==> config.mk <==
export PLATFORM = sky130hd
export DESIGN_NAME = muldiv_ctrl
export DESIGN_NICKNAME = d
export VERILOG_FILES = /design/src/rtl/cpu_pkg.sv /design/src/rtl/muldiv_datapath.sv /design/src/rtl/muldiv_ctrl.sv
export SDC_FILE = /design/constraint.sdc
export NUM_CORES = 1
export LEC_CHECK = 0
export ABC_CLOCK_PERIOD_IN_PS = 4150
export CAP_MARGIN = 25
export CORE_ASPECT_RATIO = 1.2
export CORE_UTILIZATION = 35
export DETAILED_ROUTE_END_ITERATION = 7
export GPL_TIMING_DRIVEN = 1
export REMOVE_ABC_BUFFERS = 1
export SETUP_SLACK_MARGIN = 0.2
export SLEW_MARGIN = 5
export SYNTH_ARGS = -nofsm -noshare
export SYNTH_HDL_FRONTEND = slang
export SYNTH_HIERARCHICAL = 1
export SYNTH_SLANG_ARGS = --single-unit
==> constraint.sdc <==
create_clock -name clk -period 4.15 [get_ports clk]
set_input_delay 0.83 -clock clk [delete_from_list [all_inputs] [get_ports clk]]
set_output_delay 0.83 -clock clk [all_outputs]
set_load 0.03 [all_outputs]
==> src/rtl/cpu_pkg.sv <==
// Shared CPU definitions: opcode encodings used by the main decoder and
// the multiply/divide sequencer state type.
package cpu_pkg;

    localparam logic [3:0] OP_MUL  = 4'd5;
    localparam logic [3:0] OP_MFHI = 4'd6;
    localparam logic [3:0] OP_MFLO = 4'd7;
    localparam logic [3:0] OP_DIV  = 4'd8;

    typedef enum logic [1:0] {
        IDLE    = 2'd0,
        MUL_RUN = 2'd1,
        DIV_RUN = 2'd2
    } muldiv_state_t;

    // True for the opcodes that start an iterative HI/LO operation.
    function automatic logic is_muldiv(input logic [3:0] op);
        return (op == OP_MUL) || (op == OP_DIV);
    endfunction

endpackage

==> src/rtl/muldiv_datapath.sv <==
// Shift registers, adder/subtractor and iteration counter for the
// multiply/divide sequencer. acc doubles as the MUL accumulator and the DIV
// remainder; mq doubles as the multiplier and the quotient; opnd holds the
// multiplicand or the divisor. The next-step values are exported so the
// controller can capture the final result on the last iteration edge.
module muldiv_datapath #(
    parameter int WIDTH = 8
) (
    input  logic             clk,
    input  logic             reset_n,
    input  logic             load,
    input  logic             step,
    input  logic             kind_div,
    input  logic [WIDTH-1:0] a,
    input  logic [WIDTH-1:0] b,
    output logic [WIDTH-1:0] acc_nxt,
    output logic [WIDTH-1:0] mq_nxt,
    output logic             last
);

    localparam int CW = $clog2(WIDTH + 1);

    logic [WIDTH-1:0] acc;
    logic [WIDTH-1:0] mq;
    logic [WIDTH-1:0] opnd;
    logic [CW-1:0]    cnt;

    logic [WIDTH:0]   sum;
    logic [WIDTH:0]   mul_add;
    logic [WIDTH:0]   trial;
    logic [WIDTH:0]   diff;
    logic             borrow;

    // One shift-add (MUL) or restoring-divide (DIV) step from the current state.
    always_comb begin
        sum     = {1'b0, acc} + {1'b0, opnd};
        mul_add = mq[0] ? sum : {1'b0, acc};
        // Partial remainder is always below the divisor, so the shifted value
        // fits WIDTH+1 bits and the difference's MSB is the borrow.
        trial   = {acc, mq[WIDTH-1]};
        diff    = trial - {1'b0, opnd};
        borrow  = diff[WIDTH];
        if (kind_div) begin
            acc_nxt = borrow ? trial[WIDTH-1:0] : diff[WIDTH-1:0];
            mq_nxt  = {mq[WIDTH-2:0], ~borrow};
        end else begin
            acc_nxt = mul_add[WIDTH:1];
            mq_nxt  = {mul_add[0], mq[WIDTH-1:1]};
        end
    end

    assign last = (cnt == CW'(1));

    // Operand load on accept, one iteration per step.
    always_ff @(posedge clk) begin
        if (!reset_n) begin
            acc  <= '0;
            mq   <= '0;
            opnd <= '0;
            cnt  <= '0;
        end else if (load) begin
            acc  <= '0;
            mq   <= kind_div ? a : b;
            opnd <= kind_div ? b : a;
            cnt  <= CW'(WIDTH);
        end else if (step) begin
            acc  <= acc_nxt;
            mq   <= mq_nxt;
            cnt  <= cnt - CW'(1);
        end
    end

endmodule

==> src/rtl/muldiv_ctrl.sv <==
// Multiply/divide sequencer: owns HI/LO, runs MUL/DIV iteratively through
// muldiv_datapath, stalls issue while busy and serves MFHI/MFLO reads.
// Handshake: an op is accepted at a rising edge when start=1, op is MUL/DIV
// and the sequencer is IDLE; otherwise the issuing stage holds it (stall=1)
// and re-presents it.
module muldiv_ctrl
    import cpu_pkg::*;
#(
    parameter int WIDTH = 8
) (
    input  logic             clk,
    input  logic             reset_n,
    input  logic             start,
    input  logic [3:0]       op,
    input  logic [WIDTH-1:0] a,
    input  logic [WIDTH-1:0] b,
    output logic             stall,
    output logic             busy,
    output logic             done,
    output logic             div_zero,
    output logic [WIDTH-1:0] hi,
    output logic [WIDTH-1:0] lo,
    output logic [WIDTH-1:0] mf_data
);

    muldiv_state_t    state;
    muldiv_state_t    state_nxt;

    logic             dp_load;
    logic             dp_step;
    logic             dp_kind_div;
    logic             dz_event;
    logic             complete;
    logic             last;
    logic [WIDTH-1:0] acc_nxt;
    logic [WIDTH-1:0] mq_nxt;
    logic             b_zero;

    assign b_zero = (b == '0);

    muldiv_datapath #(.WIDTH(WIDTH)) u_dp (
        .clk      (clk),
        .reset_n  (reset_n),
        .load     (dp_load),
        .step     (dp_step),
        .kind_div (dp_kind_div),
        .a        (a),
        .b        (b),
        .acc_nxt  (acc_nxt),
        .mq_nxt   (mq_nxt),
        .last     (last)
    );

    // Next-state and datapath controls.
    always_comb begin
        state_nxt   = state;
        dp_load     = 1'b0;
        dp_step     = 1'b0;
        dp_kind_div = 1'b0;
        dz_event    = 1'b0;
        complete    = 1'b0;
        unique case (state)
            IDLE: begin
                if (start && op == OP_MUL) begin
                    dp_load   = 1'b1;
                    state_nxt = MUL_RUN;
                end else if (start && op == OP_DIV) begin
                    dp_kind_div = 1'b1;
                    if (b_zero) begin
                        dz_event = 1'b1;
                    end else begin
                        dp_load   = 1'b1;
                        state_nxt = DIV_RUN;
                    end
                end
            end
            MUL_RUN, DIV_RUN: begin
                dp_step     = 1'b1;
                dp_kind_div = (state == DIV_RUN);
                if (last) begin
                    complete  = 1'b1;
                    state_nxt = IDLE;
                end
            end
            default: state_nxt = IDLE;
        endcase
    end

    // State register.
    always_ff @(posedge clk) begin
        if (!reset_n) state <= IDLE;
        else          state <= state_nxt;
    end

    // HI/LO are written only on completion or divide-by-zero; done follows by one cycle.
    always_ff @(posedge clk) begin
        if (!reset_n) begin
            hi       <= '0;
            lo       <= '0;
            done     <= 1'b0;
            div_zero <= 1'b0;
        end else begin
            done <= complete | dz_event;
            if (complete) begin
                hi <= acc_nxt;
                lo <= mq_nxt;
            end
            if (dz_event) begin
                hi       <= a;
                lo       <= '1;
                div_zero <= 1'b1;
            end else if (dp_load) begin
                div_zero <= 1'b0;
            end
        end
    end

    assign busy  = (state != IDLE);
    assign stall = reset_n &
                   (busy | ((state == IDLE) & start & is_muldiv(op) &
                            ~((op == OP_DIV) & b_zero)));

    // Combinational HI/LO read port for MFHI/MFLO.
    always_comb begin
        mf_data = '0;
        if (op == OP_MFHI)      mf_data = hi;
        else if (op == OP_MFLO) mf_data = lo;
    end

endmodule

==> results.json <==
{
  "syn_area_um2": 3590,
  "clkTransAtPathRegs_ps": 60,
  "fillCellCount": 972,
  "powerDensity_nw_per_um2": 278,
  "synth_area_leaders": "dfxtp_1 27%, mux2i_1 8.4%, ha_1 6.6%",
  "final_cell_area_um2": 4410,
  "grt_pass1_vias": 3215,
  "die-area_um2": 10700,
  "nets": 523,
  "wl_um": 9750,
  "syn_area_per_cell_um2": 8.28,
  "drc_errors": 0,
  "hold_viol": 0,
  "synthTopCellsByCount": "48 x dfxtp_1, 48 x nor2_1, 31 x nand2_1",
  "vias": 3302,
  "relSlewSlack": 0.463,
  "place_congestion": 0.857,
  "h-tree-depth": 2,
  "ant_nets": 0,
  "period_minus_slack_ps": 3750,
  "hp-class": "reg2reg",
  "cts.path.max_buffers": 2,
  "io-pin-count": 51,
  "synthDistinctLibCells": 68,
  "hold_buffers": 0,
  "drtIter0Drc": 95,
  "ir_drop_mv": 0.214,
  "cp_max_fo": 4,
  "status": "completed",
  "grtUsageTotal": 0.190,
  "clk_latency_ps": 290,
  "rsz0062_at_grt": "false",
  "drive_gt1_frac": 0.108,
  "cts_tree": "yes",
  "arrival_ps": 2920,
  "max_freq_mhz": 266,
  "cap_violations": 0,
  "async_reset_ff_frac": 0,
  "die_y_um": 113,
  "power.leakage_nw": 1.77,
  "grt_pass1_wl_um": 16000,
  "synth-edff-count": 0,
  "crit_required_ps": 3320,
  "postCtsSetupBuffers": 0,
  "grt_antenna_before_repair": 0,
  "setup_viol_count_final": 0,
  "rows": 40,
  "finalCritPeriodShare": 0.904,
  "root_buffer": "clkbuf_16",
  "firstDrtPassIters": 7,
  "criticalPathCategory": "in2out",
  "setup_slack_ps": 397,
  "ctsResizeCount": 0,
  "design.core.area_um2": 10000,
  "ys.flop_type": "dfxtp_1",
  "via_per_inst": 5.45,
  "cp-start-kind": "input port",
  "end_kind": "output pin",
  "grt_max_degree": 38,
  "synth_area_leader_cell": "dfxtp_1",
  "numCtsBuffers": 5,
  "netlist.area_leader.share": 0.267,
  "synth_cells": 434,
  "wl_per_cell_um": 16.1,
  "slew_viol_final": 0,
  "ys_seq_area_frac": 0.267,
  "dpl.hpwl_um": 7440,
  "fin_skew_ps": 4.11,
  "die_w_um": 94.5,
  "yosysWarnings": 6,
  "globalRouteOverflowTotal": 0,
  "cts.sinks": 48,
  "diodes": 0,
  "pre_cts_slack_ps": 412,
  "port_buffers": 50,
  "placed_cell_area_um2": 4250,
  "synth-seq-cells": 48,
  "syn2layout_area_growth_pct": 22.8,
  "worstMarginPinSlew_ps": 803,
  "initial_core_util": 0.359
}
==> state kept, by name, indices dropped and copies added, names as in the netlist <==
name	cells
done	1
u_dp/opnd	8
lo	8
hi	8
u_dp/mq	8
u_dp/acc	8
state	2
div_zero	1
u_dp/cnt	4
==> critical path, stage by stage <==
cell and delay (ps):
clkdlybuf4s50_1 470, nor4_1 460, and4_4 320, o21ai_1 90
and2_1 160, clkdlybuf4s50_1 590
==> routing by layer <==
metal | track usage | share of wire
met4 | 0.0495 | 0.011
met2 | 0.345 | 0.51
met3 | 0.0242 | 0.020
met1 | 0.233 | 0.45
met5 | 0 | 0
==> final timing paths <==
check	cells past startpoint	slack, ps	end	start
worst max-delay path	6	400	stall	b[4]
worst min-delay path	2	480	div_zero	div_zero
worst max register to register	13	890	hi[2]	u_dp/mq[7]
worst min register to register	2	480	div_zero	div_zero
==> through the flow <==
step           std cells  hold slack, ps   util  total power [mW]  TNS (ps)
5_1_grt              606             500  0.441              1.28         0
3_3_place_gp         598             481  0.424             0.769         0
3_5_place_dp         598             472  0.424             0.773         0
4_1_cts              606             486  0.441              1.24         0
2_1_floorplan        411             468      -             0.678     -7590
6_report             606             476  0.441              1.23         0
==> logic make-up after synthesis <==
kind of cell / synth area share
compound gates: 0.241
xor+xnor: 0.0219
fa+ha+maj: 0.0773
buf+inv: 0.0519
flops: 0.267
mux: 0.126
simple gates: 0.215
==> layout by cell type (no fill, tap or decap), types with 7 or more instances in the layout <==
cell type / instances
nor3_1: 7
ha_1: 19
dfxtp_1: 48
o21ai_0: 12
buf_4: 11
inv_1: 22
mux2i_1: 30
o211a_1: 11
mux2_2: 11
a21oi_1: 15
nand3_1: 26
nand2b_1: 9
nand2_1: 31
a211oi_1: 17
or3_1: 8
nor2_1: 48
clkdlybuf4s50_1: 50
==> cell type report <==
type,count,area (µm²),area share
flip-flops and latches,48,961,0.218
clock inverters,3,42.5,0.00964
inverters,23,86.3,0.0196
repair buffers,61,583,0.132
clock buffers,5,125,0.0283
multi-input cells,340,2460,0.557
well taps,126,158,0.0357
==> power breakdown <==
part	leakage, nW	switching, mW	total [mW]	internal [mW]
sequential	0.388	0.0164	0.490	0.473
combinational	1.30	0.152	0.274	0.123
clock	0.0798	0.179	0.462	0.283
total	1.77	0.347	1.23	0.879
(Power assumes the default switching activity.)
